File: src/rtl/dmem_pkg.sv
// dmem_pkg: shared store-size encodings, arbiter states and last-grant codes for dmem_arbiter.
package dmem_pkg;
  localparam logic [1:0] MW_NONE = 2'b00;
  localparam logic [1:0] MW_BYTE = 2'b01;
  localparam logic [1:0] MW_HALF = 2'b10;
  localparam logic [1:0] MW_WORD = 2'b11;
  localparam logic LAST_CPU = 1'b0;
  localparam logic LAST_LD  = 1'b1;
  typedef enum logic [1:0] {IDLE, CPU_RESP, LD_RESP} state_t;
endpackage

File: src/rtl/dmem_rr_pick.sv
// dmem_rr_pick: two-way round-robin pick; req[0]=cpu, req[1]=loader, last=1 means loader won last, gnt one-hot or zero.
module dmem_rr_pick (
  input  logic [1:0] req,
  input  logic       last,
  output logic [1:0] gnt
);
  assign gnt[0] = req[0] & (~req[1] | last);
  assign gnt[1] = req[1] & (~req[0] | ~last);
endmodule

File: src/rtl/dmem_arbiter.sv
// dmem_arbiter: shares one data memory port between the CPU MEM stage (cpu_*) and a word-only loader (ld_*), driving mem_* and returning read data.
module dmem_arbiter
  import dmem_pkg::*;
#(
  parameter int ADDR_W = 32,
  parameter int DATA_W = 32
) (
  input  logic              clk,
  input  logic              rst,
  input  logic              cpu_read,
  input  logic [1:0]        cpu_write,
  input  logic [ADDR_W-1:0] cpu_addr,
  input  logic [DATA_W-1:0] cpu_wdata,
  output logic [DATA_W-1:0] cpu_rdata,
  output logic              cpu_stall,
  output logic              cpu_fault,
  input  logic              ld_req,
  input  logic              ld_we,
  input  logic [ADDR_W-1:0] ld_addr,
  input  logic [DATA_W-1:0] ld_wdata,
  output logic              ld_gnt,
  output logic              ld_rvalid,
  output logic [DATA_W-1:0] ld_rdata,
  output logic              mem_read,
  output logic [1:0]        mem_write,
  output logic [ADDR_W-1:0] mem_addr,
  output logic [DATA_W-1:0] mem_wdata,
  input  logic [DATA_W-1:0] mem_rdata
);
  state_t state;
  logic last_gnt;
  logic [1:0] gnt;
  logic [1:0] cpu_size;
  logic cpu_wr, cpu_req, cpu_mis, idle, g_cpu, g_ld, cpu_rd_go, ld_rd_go;
  assign cpu_wr = |cpu_write;
  assign cpu_req = cpu_read | cpu_wr;
  // a plain load is checked as a word access
  assign cpu_size = cpu_wr ? cpu_write : MW_WORD;
  assign cpu_mis = ((cpu_size == MW_HALF) & cpu_addr[0]) | ((cpu_size == MW_WORD) & (|cpu_addr[1:0]));
  // rst gates every combinational output so they drop the moment reset rises
  assign idle = ~rst & (state == IDLE);
  dmem_rr_pick u_pick (
    .req ({ld_req, cpu_req}),
    .last(last_gnt),
    .gnt (gnt)
  );
  assign g_cpu = idle & gnt[0];
  assign g_ld = idle & gnt[1];
  assign cpu_rd_go = g_cpu & ~cpu_wr & ~cpu_mis;
  assign ld_rd_go = g_ld & ~ld_we;
  always_comb begin
    mem_read = cpu_rd_go | ld_rd_go;
    mem_write = g_ld ? (ld_we ? MW_WORD : MW_NONE) : (g_cpu & cpu_wr & ~cpu_mis) ? cpu_write : MW_NONE;
    mem_addr = g_ld ? {ld_addr[ADDR_W-1:2], 2'b00} : cpu_addr;
    mem_wdata = g_ld ? ld_wdata : cpu_wdata;
    ld_gnt = g_ld;
    cpu_fault = g_cpu & cpu_mis;
    ld_rvalid = ~rst & (state == LD_RESP);
    ld_rdata = mem_rdata;
    // CPU_RESP is always the completing read, so the CPU is released there
    cpu_stall = ~rst & cpu_req & ((state == LD_RESP) | ((state == IDLE) & (~g_cpu | cpu_rd_go)));
  end
  always_ff @(posedge clk or posedge rst) begin
    if (rst) begin
      state <= IDLE;
      last_gnt <= LAST_LD;
      cpu_rdata <= '0;
    end else begin
      if (state == CPU_RESP) cpu_rdata <= mem_rdata;
      if (g_cpu | g_ld) last_gnt <= g_ld ? LAST_LD : LAST_CPU;
      state <= cpu_rd_go ? CPU_RESP : ld_rd_go ? LD_RESP : IDLE;
    end
  end
endmodule

File: config.mk
export PLATFORM = sky130hd
export DESIGN_NAME = dmem_arbiter
export DESIGN_NICKNAME = d
export VERILOG_FILES = /design/src/rtl/dmem_pkg.sv /design/src/rtl/dmem_rr_pick.sv /design/src/rtl/dmem_arbiter.sv
export SDC_FILE = /design/constraint.sdc
export NUM_CORES = 1
export LEC_CHECK = 0
export ABC_AREA = 1
export CELL_PAD_IN_SITES_DETAIL_PLACEMENT = 0
export CELL_PAD_IN_SITES_GLOBAL_PLACEMENT = 2
export CORE_MARGIN = 2
export CORE_UTILIZATION = 12
export CTS_CLUSTER_DIAMETER = 200
export DETAILED_ROUTE_END_ITERATION = 10
export PLACE_DENSITY = 0.84
export SYNTH_ARGS = -nofsm -noshare
export SYNTH_HDL_FRONTEND = slang
export SYNTH_SLANG_ARGS = --single-unit
File: constraint.sdc
create_clock -name clk -period 4.8 [get_ports clk]
set_clock_uncertainty 0.05 [all_clocks]
set_input_delay 1.44 -clock clk [delete_from_list [all_inputs] [get_ports clk]]
set_output_delay 1.44 -clock clk [all_outputs]
set_load 0.03 [all_outputs]
==> summary by stage <==
Clock tree
The total clock sinks is 35. After clock tree synthesis, the clock-pin slew on the worst setup and hold paths is 60 ps. The H-tree level count is 2. The number of CTS-inserted buffers is 5. TritonCTS built the clock tree.

The longest clock path from root to sink contains 2 buffers. The clock reaches the later pin of the worst-skew pair after 270 ps. The count of hold buffers inserted by post-cts repair is 0. The buffer type at the clock tree root is clkbuf_16.

Global route
The remaining global-route overflow is 0. The largest net degree at the start of global routing is 52. The number of antenna violations at the first check in global routing was 0.

The first global-routing pass estimated 15700 microns of wire. Global routing consumed, over all layers together, 8.91% of the routing resources. The via count of the first global-routing pass is a little under 3000.

Power and ir drop
VDD sags by at most 0.000111 V. Overall power consumption after layout is estimated at 2.00 mW. The power per unit of standard cell area is approximately 350 mW/mm^2. The reported leakage power is 2.66 nW.

Worst setup path
The worst setup path is launched from a primary input. The required time of the critical path is 3310 ps. STA puts the critical path data arrival time at 3070 ps. STA classifies the critical path endpoint as an output pin. The largest fanout of any net on the critical path is 9. The critical path is of the in2out type.

Drt
The detailed route wirelength on metal2 is 5650 microns. The final routed DRC violation total is 0. Using the TritonRoute via totals, the vias-per-cell ratio works out to between 3 and 4. The detailed-route wire length on metal 1 is 4560 microns. Wires add up to around 11000 microns. Dividing the detail-routed wire length by the instance count gives 12.2 microns. The detailed router's first-iteration violation count is 80. The total via count after detailed routing is approximately 3100. The highest metal layer with signal wires is met4. The routed length on met3 is 776 microns. The count of nets left with antenna violations once routing finished came out at 0. The first detailed-routing pass ran for 4 iterations.

Layout
After the last flow step, the layout net total stands at 795. Relative to the synthesized area, the layout overhead comes to 125%. The number of antenna diodes in the final layout is 0. The fraction of layout instances using a drive strength above 1 is a little over a fifth.

STA
Setup violations remaining at the end of the flow were counted as 0. The final critical path time including I/O delays and setup is 4560 ps. Setup repair after global routing left no endpoint under its margin. The peak clock frequency supported by timing is 0.219 GHz.

The final-report max-slew violation count is 0. The transition time at the pin with the least slew margin is 422 ps. The final critical path takes up 94.9% of the cycle.

After routing, the total negative slack on setup checks comes to 0 ps. The normalized max-slew margin is 71.8%. The final-report hold violation count was 0.

Logic synthesis
The count of different cell masters after synthesis is 18. The largest area contributor in the netlist is dfrtp_1. The share of synthesized area in the top cell type comes to 33.7%. Yosys printed 0 warnings. After synthesis, flip-flops and latches occupy 34.7% of the total area. Synthesis handed over a netlist of approximately 350 instances. By area the synthesized netlist is led by dfrtp_1, nand2_1, mux2_2. The flip-flop and latch count after synthesis is 35.

The number of synthesized flops with an enable pin is 0. The most common cell in the netlist is nand2_1. The mapped netlist covers 0.00252 sq mm. Ranked by instance count, the synthesized netlist is headed by nand2_1, buf_4, dfrtp_1. The fraction of synthesis flops using an asynchronous set or reset pin is 100%. In the synthesized netlist the dominant register cell turns out to be dfrtp_1. The number of nets produced by synthesis is 522. The mean cell area of the mapped netlist is 7.15 sq um.

Placement
The routability congestion estimate is 0.688. The detailed placement HPWL is 9010 microns. Port buffering added approximately 300 buffers.

Min path
The class of the worst hold path is reg2reg.

Die
During I/O placement, the number of pins put on the boundary was between 300 and 400. The floorplan step defined a core boundary enclosing 0.0208 sq mm. The floorplan has 53 rows. For this configuration, the core starts out at a cell density of about an eighth.

The die covers 0.0222 sq mm. The die height is 149 microns. The die is 149 microns wide.

Run
The number of max-cap violations is 0.

Run status
The run finished with clean final reports.
-- metal layers --
layer / global-route usage [%] / vias up
li1: - / 1602
met1: 11.2 / 1347
met3: 2.23 / 4
met4: 1.57 / 0
met2: 15.6 / 124
met5: 0 / -
-- through the flow --
stage          util [%]  instance area, sq um  std cells  hold slack, ps  setup slack (ps)
2_1_floorplan         -                  2530        353             453               338
3_3_place_gp       26.2                  5450        891             425              86.4
3_5_place_dp       26.2                  5450        891             431              94.4
4_1_cts            26.9                  5600        899             444              84.9
5_1_grt            27.2                  5670        902             464               121
6_report           27.2                  5670        902             435               243
-- area by class of cell --
cell class	instances	area [sq um]
Fill cell	2307	15200
Tap cell	275	344
Clock inverter	3	20.0
Timing Repair Buffer	315	3000
Multi-Input combinational cell	255	1240
Inverter	14	56.3
Clock buffer	5	125
Sequential cell	35	877
-- power by group --
group	switching (mW)	leakage (nW)	total [mW]	internal [mW]
clock	0.122	0.0658	0.313	0.191
sequential	0.0522	0.411	0.465	0.413
combinational	0.667	2.18	1.23	0.558
total	0.842	2.66	2.00	1.16
-- cells in the final DEF, fill, tap and decap left out --
cell type / instances
a21oi_1: 2
buf_12: 2
buf_4: 82
buf_6: 1
clkbuf_16: 7
clkdlybuf4s50_1: 226
clkinv_2: 1
clkinvlp_4: 3
dfrtp_1: 34
dfstp_2: 1
dlymetal6s2s_1: 2
ha_1: 1
ha_2: 1
inv_1: 11
inv_2: 2
mux2_1: 3
mux2_2: 29
nand2_1: 199
nand2_2: 2
nand3_1: 2
nand4_1: 3
nor2_1: 10
nor2_4: 1
o21ai_0: 2
-- logic make-up (layout without fill, tap and decap cells) --
logic type / Yosys count / in the layout / share of synthesized area, %
buf+inv: 63 / 337 / 16.5
compound gates: 4 / 4 / 0.793
simple gates: 217 / 217 / 32.8
flops: 35 / 35 / 34.7
fa+ha+maj: 2 / 2 / 0.991
mux: 32 / 32 / 14.3
-- timing repair --
| item | in CTS | in global routing |
|---|---|---|
| hold endpoints to repair | 0 | 0 |
| buffers inserted | 0 | 1 |
| endpoints found under the setup margin | 0 | 12 |
| gates resized for setup | 0 | 7 |
-- worst paths after layout --
| check | to | slack (ps) | cells after the start | from |
|---|---|---|---|---|
| setup / recovery | mem_wdata[8] | 240 | 8 | rst |
| hold / removal | cpu_rdata[31] | 430 | 1 | cpu_rdata[31] |
| setup reg to reg | cpu_rdata[13] | 3360 | 4 | state[1] |
| hold reg to reg | cpu_rdata[31] | 430 | 1 | cpu_rdata[31] |
| max in group asynchronous | cpu_rdata[13] | 2620 | 4 | rst |
| min in group asynchronous | state[0] | 1360 | 2 | rst |
-- worst max-delay path: stages --
cell and delay (ps):
clkdlybuf4s50_1 500, clkinvlp_4 170, nand4_1 290, buf_4 180, clkbuf_16 150, nand2_1 50, nand2_1 120, buf_6 150
-- flip-flops by register name, indices dropped and copies added (netlist names) --
name	count
state	2
last_gnt	1
cpu_rdata	32
(Power assumes the default switching activity.)
